<file path="src/rtl/binary_to_ternary_converter_pkg.sv">
// ============================================================================
// Module : binary_to_ternary_converter_pkg
// Brief  : Shared trit encodings, FSM state codes and sizing helper.
// Rev    : 1.0 - initial release
// ============================================================================
`default_nettype none

package binary_to_ternary_converter_pkg;

  localparam logic [1:0] TRIT_ZERO = 2'b00;
  localparam logic [1:0] TRIT_ONE  = 2'b01;
  localparam logic [1:0] TRIT_TWO  = 2'b10;
  localparam logic [1:0] TRIT_BAD  = 2'b11;

  localparam logic [1:0] S_IDLE = 2'd0;
  localparam logic [1:0] S_CONV = 2'd1;
  localparam logic [1:0] S_DONE = 2'd2;

  // Counter width for N digits; never narrower than one bit.
  function automatic int clog2_min1(input int n);
    int w;
    w = 0;
    while ((1 << w) < n) w++;
    return (w < 1) ? 1 : w;
  endfunction

endpackage

`default_nettype wire

</file>
<file path="src/rtl/binary_to_ternary_converter_div3.sv">
// ============================================================================
// Module : ternary_div3
// Brief  : Combinational unsigned divide-by-3, quotient and remainder (0..2).
// Rev    : 1.0 - initial release
// ============================================================================
`default_nettype none

module ternary_div3 #(
  parameter int W = 7
) (
  input  logic [W-1:0] din,
  output logic [W-1:0] quot,
  output logic [1:0]   rem
);

  logic [2:0] acc;

  // Restoring long division: the partial remainder never exceeds 2, so 3 bits suffice.
  always_comb begin
    acc  = 3'd0;
    quot = '0;
    for (int i = W - 1; i >= 0; i--) begin
      acc = {acc[1:0], din[i]};
      if (acc >= 3'd3) begin
        quot[i] = 1'b1;
        acc     = acc - 3'd3;
      end
    end
    rem = acc[1:0];
  end

endmodule

`default_nettype wire

</file>
<file path="src/rtl/binary_to_ternary_converter.sv">
// ============================================================================
// Module : binary_to_ternary_converter
// Brief  : Iterative binary to unbalanced-ternary converter, one trit per clock.
// Rev    : 1.0 - initial release
// ============================================================================
`default_nettype none

module binary_to_ternary_converter
  import binary_to_ternary_converter_pkg::*;
#(
  parameter int N = 4,
  parameter int W = 7
) (
  input  logic           clk,
  input  logic           rst,
  input  logic           in_valid,
  output logic           in_ready,
  input  logic [W-1:0]   in_bin,
  output logic           out_valid,
  input  logic           out_ready,
  output logic [2*N-1:0] out_tern,
  output logic           out_overflow
);

  localparam int CW = clog2_min1(N);

  logic [1:0]     state_q, state_d;
  logic [W-1:0]   work_q, work_d;
  logic [CW-1:0]  count_q, count_d;
  logic [2*N-1:0] out_tern_q, out_tern_d;
  logic           out_overflow_q, out_overflow_d;

  logic [W-1:0]   div_quot;
  logic [1:0]     div_rem;
  logic           last_trit;

  ternary_div3 #(.W(W)) u_div3 (
    .din  (work_q),
    .quot (div_quot),
    .rem  (div_rem)
  );

  assign last_trit = (count_q == CW'(N - 1));

  always_ff @(posedge clk or posedge rst) begin
    if (rst) begin
      state_q        <= S_IDLE;
      work_q         <= '0;
      count_q        <= '0;
      out_tern_q     <= '0;
      out_overflow_q <= 1'b0;
    end else begin
      state_q        <= state_d;
      work_q         <= work_d;
      count_q        <= count_d;
      out_tern_q     <= out_tern_d;
      out_overflow_q <= out_overflow_d;
    end
  end

  always_comb begin
    state_d = state_q;
    case (state_q)
      S_IDLE:  if (in_valid)  state_d = S_CONV;
      S_CONV:  if (last_trit) state_d = S_DONE;
      S_DONE:  if (out_ready) state_d = S_IDLE;
      default: state_d = S_IDLE;
    endcase
  end

  always_comb begin
    work_d         = work_q;
    count_d        = count_q;
    out_tern_d     = out_tern_q;
    out_overflow_d = out_overflow_q;
    if (state_q == S_IDLE && in_valid) begin
      work_d         = in_bin;
      count_d        = '0;
      out_tern_d     = {N{TRIT_ZERO}};
      out_overflow_d = 1'b0;
    end else if (state_q == S_CONV) begin
      for (int k = 0; k < N; k++) begin
        if (count_q == CW'(k)) out_tern_d[2*k +: 2] = div_rem;
      end
      work_d  = div_quot;
      count_d = count_q + CW'(1);
      // Any quotient left after the top digit means the value did not fit in N trits.
      if (last_trit) out_overflow_d = |div_quot;
    end
  end

  always_comb begin
    in_ready     = (state_q == S_IDLE);
    out_valid    = (state_q == S_DONE);
    out_tern     = out_tern_q;
    out_overflow = out_overflow_q;
  end

endmodule

`default_nettype wire
</file>
<file path="config.mk">
export PLATFORM = sky130hd
export DESIGN_NAME = binary_to_ternary_converter
export DESIGN_NICKNAME = d
export VERILOG_FILES = /design/src/rtl/binary_to_ternary_converter_pkg.sv /design/src/rtl/binary_to_ternary_converter_div3.sv /design/src/rtl/binary_to_ternary_converter.sv
export SDC_FILE = /design/constraint.sdc
export NUM_CORES = 1
export LEC_CHECK = 0
export BUFFER_PORTS_ARGS = -buffer_cell sky130_fd_sc_hd__clkbuf_2
export CAP_MARGIN = 20
export CORE_MARGIN = 2
export CORE_UTILIZATION = 58
export CTS_BUF_LIST = sky130_fd_sc_hd__clkbuf_2
export DETAILED_ROUTE_END_ITERATION = 6
export PLACE_DENSITY = 0.9
export SETUP_SLACK_MARGIN = 0.15
export SLEW_MARGIN = 20
export SYNTH_ARGS = -nofsm -noshare
export SYNTH_HDL_FRONTEND = slang
export SYNTH_SLANG_ARGS = --single-unit
</file>
<file path="constraint.sdc">
create_clock -name clk -period 6.8 [get_ports clk]
set_input_delay 1.7 -clock clk [delete_from_list [all_inputs] [get_ports clk]]
set_output_delay 1.7 -clock clk [all_outputs]
set_load 0.01 [all_outputs]
</file>
==> flow_summary.ini <==
[clocking]
post_cts_buffers = 0
clkTransAtPathRegs_ns = 0.22
htree_levels = 1
cts_buffer_depth = 2
cts.sinks = 20
cts-root-buf = clkbuf_2
cts_inserted_buffers = 3
clk_latency_ns = 0.34
cts_hold_buf = 0
cts-resized-gates = 0
cts_tree = done

[worst_setup_path]
reg2reg_slack_ns = 1.31
r2r-start = work_q[5]
worst-endpoint-arrival_ns = 5.74
start_kind = flip-flop
worst-endpoint-required_ns = 7.06
end_kind = flip-flop
timing.rr.end = work_q[0]
r2r_cells = 23
critPathMaxFanout = 7
critPathKind = flip-flop to flip-flop

[sta]
worst_pin_slew_ns = 0.996
final-setup-viol-count = 0
tns_ns = 0
post-route-min-period_ns = 5.49
slew_headroom_pct = 33.4
finalMaxSlewViolations = 0
finalHoldViolCount = 0
clock_skew_ns = 0.0105
period_share_pct = 80.7
clock.fmax_mhz = 182
rsz0062_at_grt = false

[place]
hpwl_um = 2250
post_dp_cell_area_um2 = 1480
io_buffers = 21
gp_congestion = 0.789

[run]
cap_violations = 0

[logic_synthesis]
synth_edf_count = 0
syn-cell-area_um2 = 1360
synth-seq-cells = 20
synthTopCellsByCount = dfrtp_1, o21ai_0, nand2_1
synth_most_common_cell = dfrtp_1
ys_seq_area_share_pct = 36.7
yosys_warnings = 0
synth_area_leaders = dfrtp_1, ha_1, o21ai_0, nand2_1, o21ai_2
syn_avg_cell_area_um2 = 9.21
synthCells = 148
yosysTopAreaCell = dfrtp_1
synth_top_area_share_pct = 36.7
ys.flop_type = dfrtp_1
mappedNetlistNets = 169
synth.distinct_cells = 41
async_reset_ff_share_pct = 100

[die]
io_pins = 22
core-area_um2 = 2210
core.rowCount = 17
die_y_um = 52.5
die_w_um = 52.5
start_util_pct = 61.6
dieArea_um2 = 2750

[routing]
via_per_inst = 6.04
vias = 1189
drcViolationCount = 0
drt_iter0_markers = 32
dr.pass1.iters = 4
ant_nets = 0
wl_per_cell_um = 15.4
drt_wl_total_um = 3040

[layout]
drive_gt1_share_pct = 23.7
multiInputGateArea_um2 = 810
fill_cells = 174
areaGrowthSynthToFinish_pct = 11.9
diodes = 0
final_cell_area_um2 = 1530
regArea_um2 = 500
fin_nets = 191

[global_route]
grt.overflow.total = 0
track_usage_pct = 25.8
antenna_found_initial = 0
grt_pass1_wl_um = 5180
grt_max_degree = 21
grt_pass1_vias = 1163

[status]
outcome = complete, no violations

[hold_path]
whs_endpoint = out_tern[5]
whs_path_depth = 2
min_path_type = flip-flop to flip-flop
min_from = out_tern[5]
==> state kept, by name (all words and copies together) (netlist names) <==
register / count
out_overflow: 1
work_q: 7
state_q: 2
out_tern: 8
count_q: 2
==> worst max path at each step <==
| stage | slack (ns) | endpoint | startpoint | cells after the start |
|---|---|---|---|---|
| floorplan | 1.83 | work_q[0] | work_q[5] | 24 |
| global placement | 1.60 | work_q[0] | work_q[5] | 23 |
| detailed placement | 1.38 | work_q[0] | work_q[5] | 23 |
| CTS | 1.36 | work_q[0] | work_q[5] | 23 |
| global route | 0.89 | out_tern[6] | work_q[5] | 23 |
| finish | 1.31 | work_q[0] | work_q[5] | 23 |
==> critical path: stages, from the launching register on <==
cell,delay [ns]
dfrtp_1,0.45
nor2b_1,0.16
ha_1,0.20
or2_1,0.32
nor3_2,0.27
nor2_1,0.10
ha_1,0.20
nor2_1,0.29
o211a_4,0.25
a21o_1,0.18
ha_1,0.25
nor4b_1,0.07
a21oi_1,0.17
o221ai_2,0.16
ha_1,0.27
or2_2,0.32
o32a_4,0.25
mux2_4,0.24
inv_1,0.05
ha_1,0.18
or2_2,0.31
o21ai_1,0.31
o22ai_1,0.15
a221o_1,0.27
==> layout by cell type, fill, tap and decap left out, types with 5 or more instances in the layout <==
master	Yosys	layout
nor2_1	8	8
ha_1	10	10
dfrtp_1	20	20
nand3_1	6	6
and2_1	5	5
inv_1	8	8
o21ai_2	5	5
a21oi_1	8	8
o21ai_0	14	14
clkbuf_2	0	24
nand2_1	13	13
==> layout make-up <==
class / count / area share [%]
clock inverter: 1 / 1.97
clock buffer: 3 / 0.984
timing repair buffer: 21 / 6.89
inverter: 8 / 1.97
multi-input combinational: 116 / 53.1
sequential: 20 / 32.8
tap: 28 / 2.30
==> through the flow <==
step | setup WS (ns) | hold slack (ns) | std cells | util (%)
final | 1.31 | 0.536 | 197 | 68.9
after global routing | 0.887 | 0.569 | 197 | 68.9
after CTS | 1.36 | 0.537 | 197 | 68.9
after detailed placement | 1.38 | 0.494 | 193 | 66.9
after global placement | 1.60 | 0.488 | 193 | 66.9
after floorplan | 1.83 | 0.515 | 148 | -
==> cells by family after synthesis <==
family,Yosys count,share of synthesized area (%)
adder cells (fa/ha/maj),10,9.18
buffers and inverters,12,3.86
AND/OR/NAND/NOR,52,19.8
AO/OA/AOI/OAI,53,29.3
multiplexers,1,1.10
flip-flops,20,36.7
==> routing by layer <==
metal / track usage [%] / share of wire, % / vias to the layer above
li1: - / - / 589
met1: 34.1 / 46 / 560
met2: 42.1 / 48 / 35
met3: 3.43 / 4.2 / 5
met4: 11.1 / 1.5 / 0
met5: 0 / 0 / -
Power is left out: the tool's default activity adds up to more than one toggle a clock period on the data nets, which glitch-free logic cannot reach.
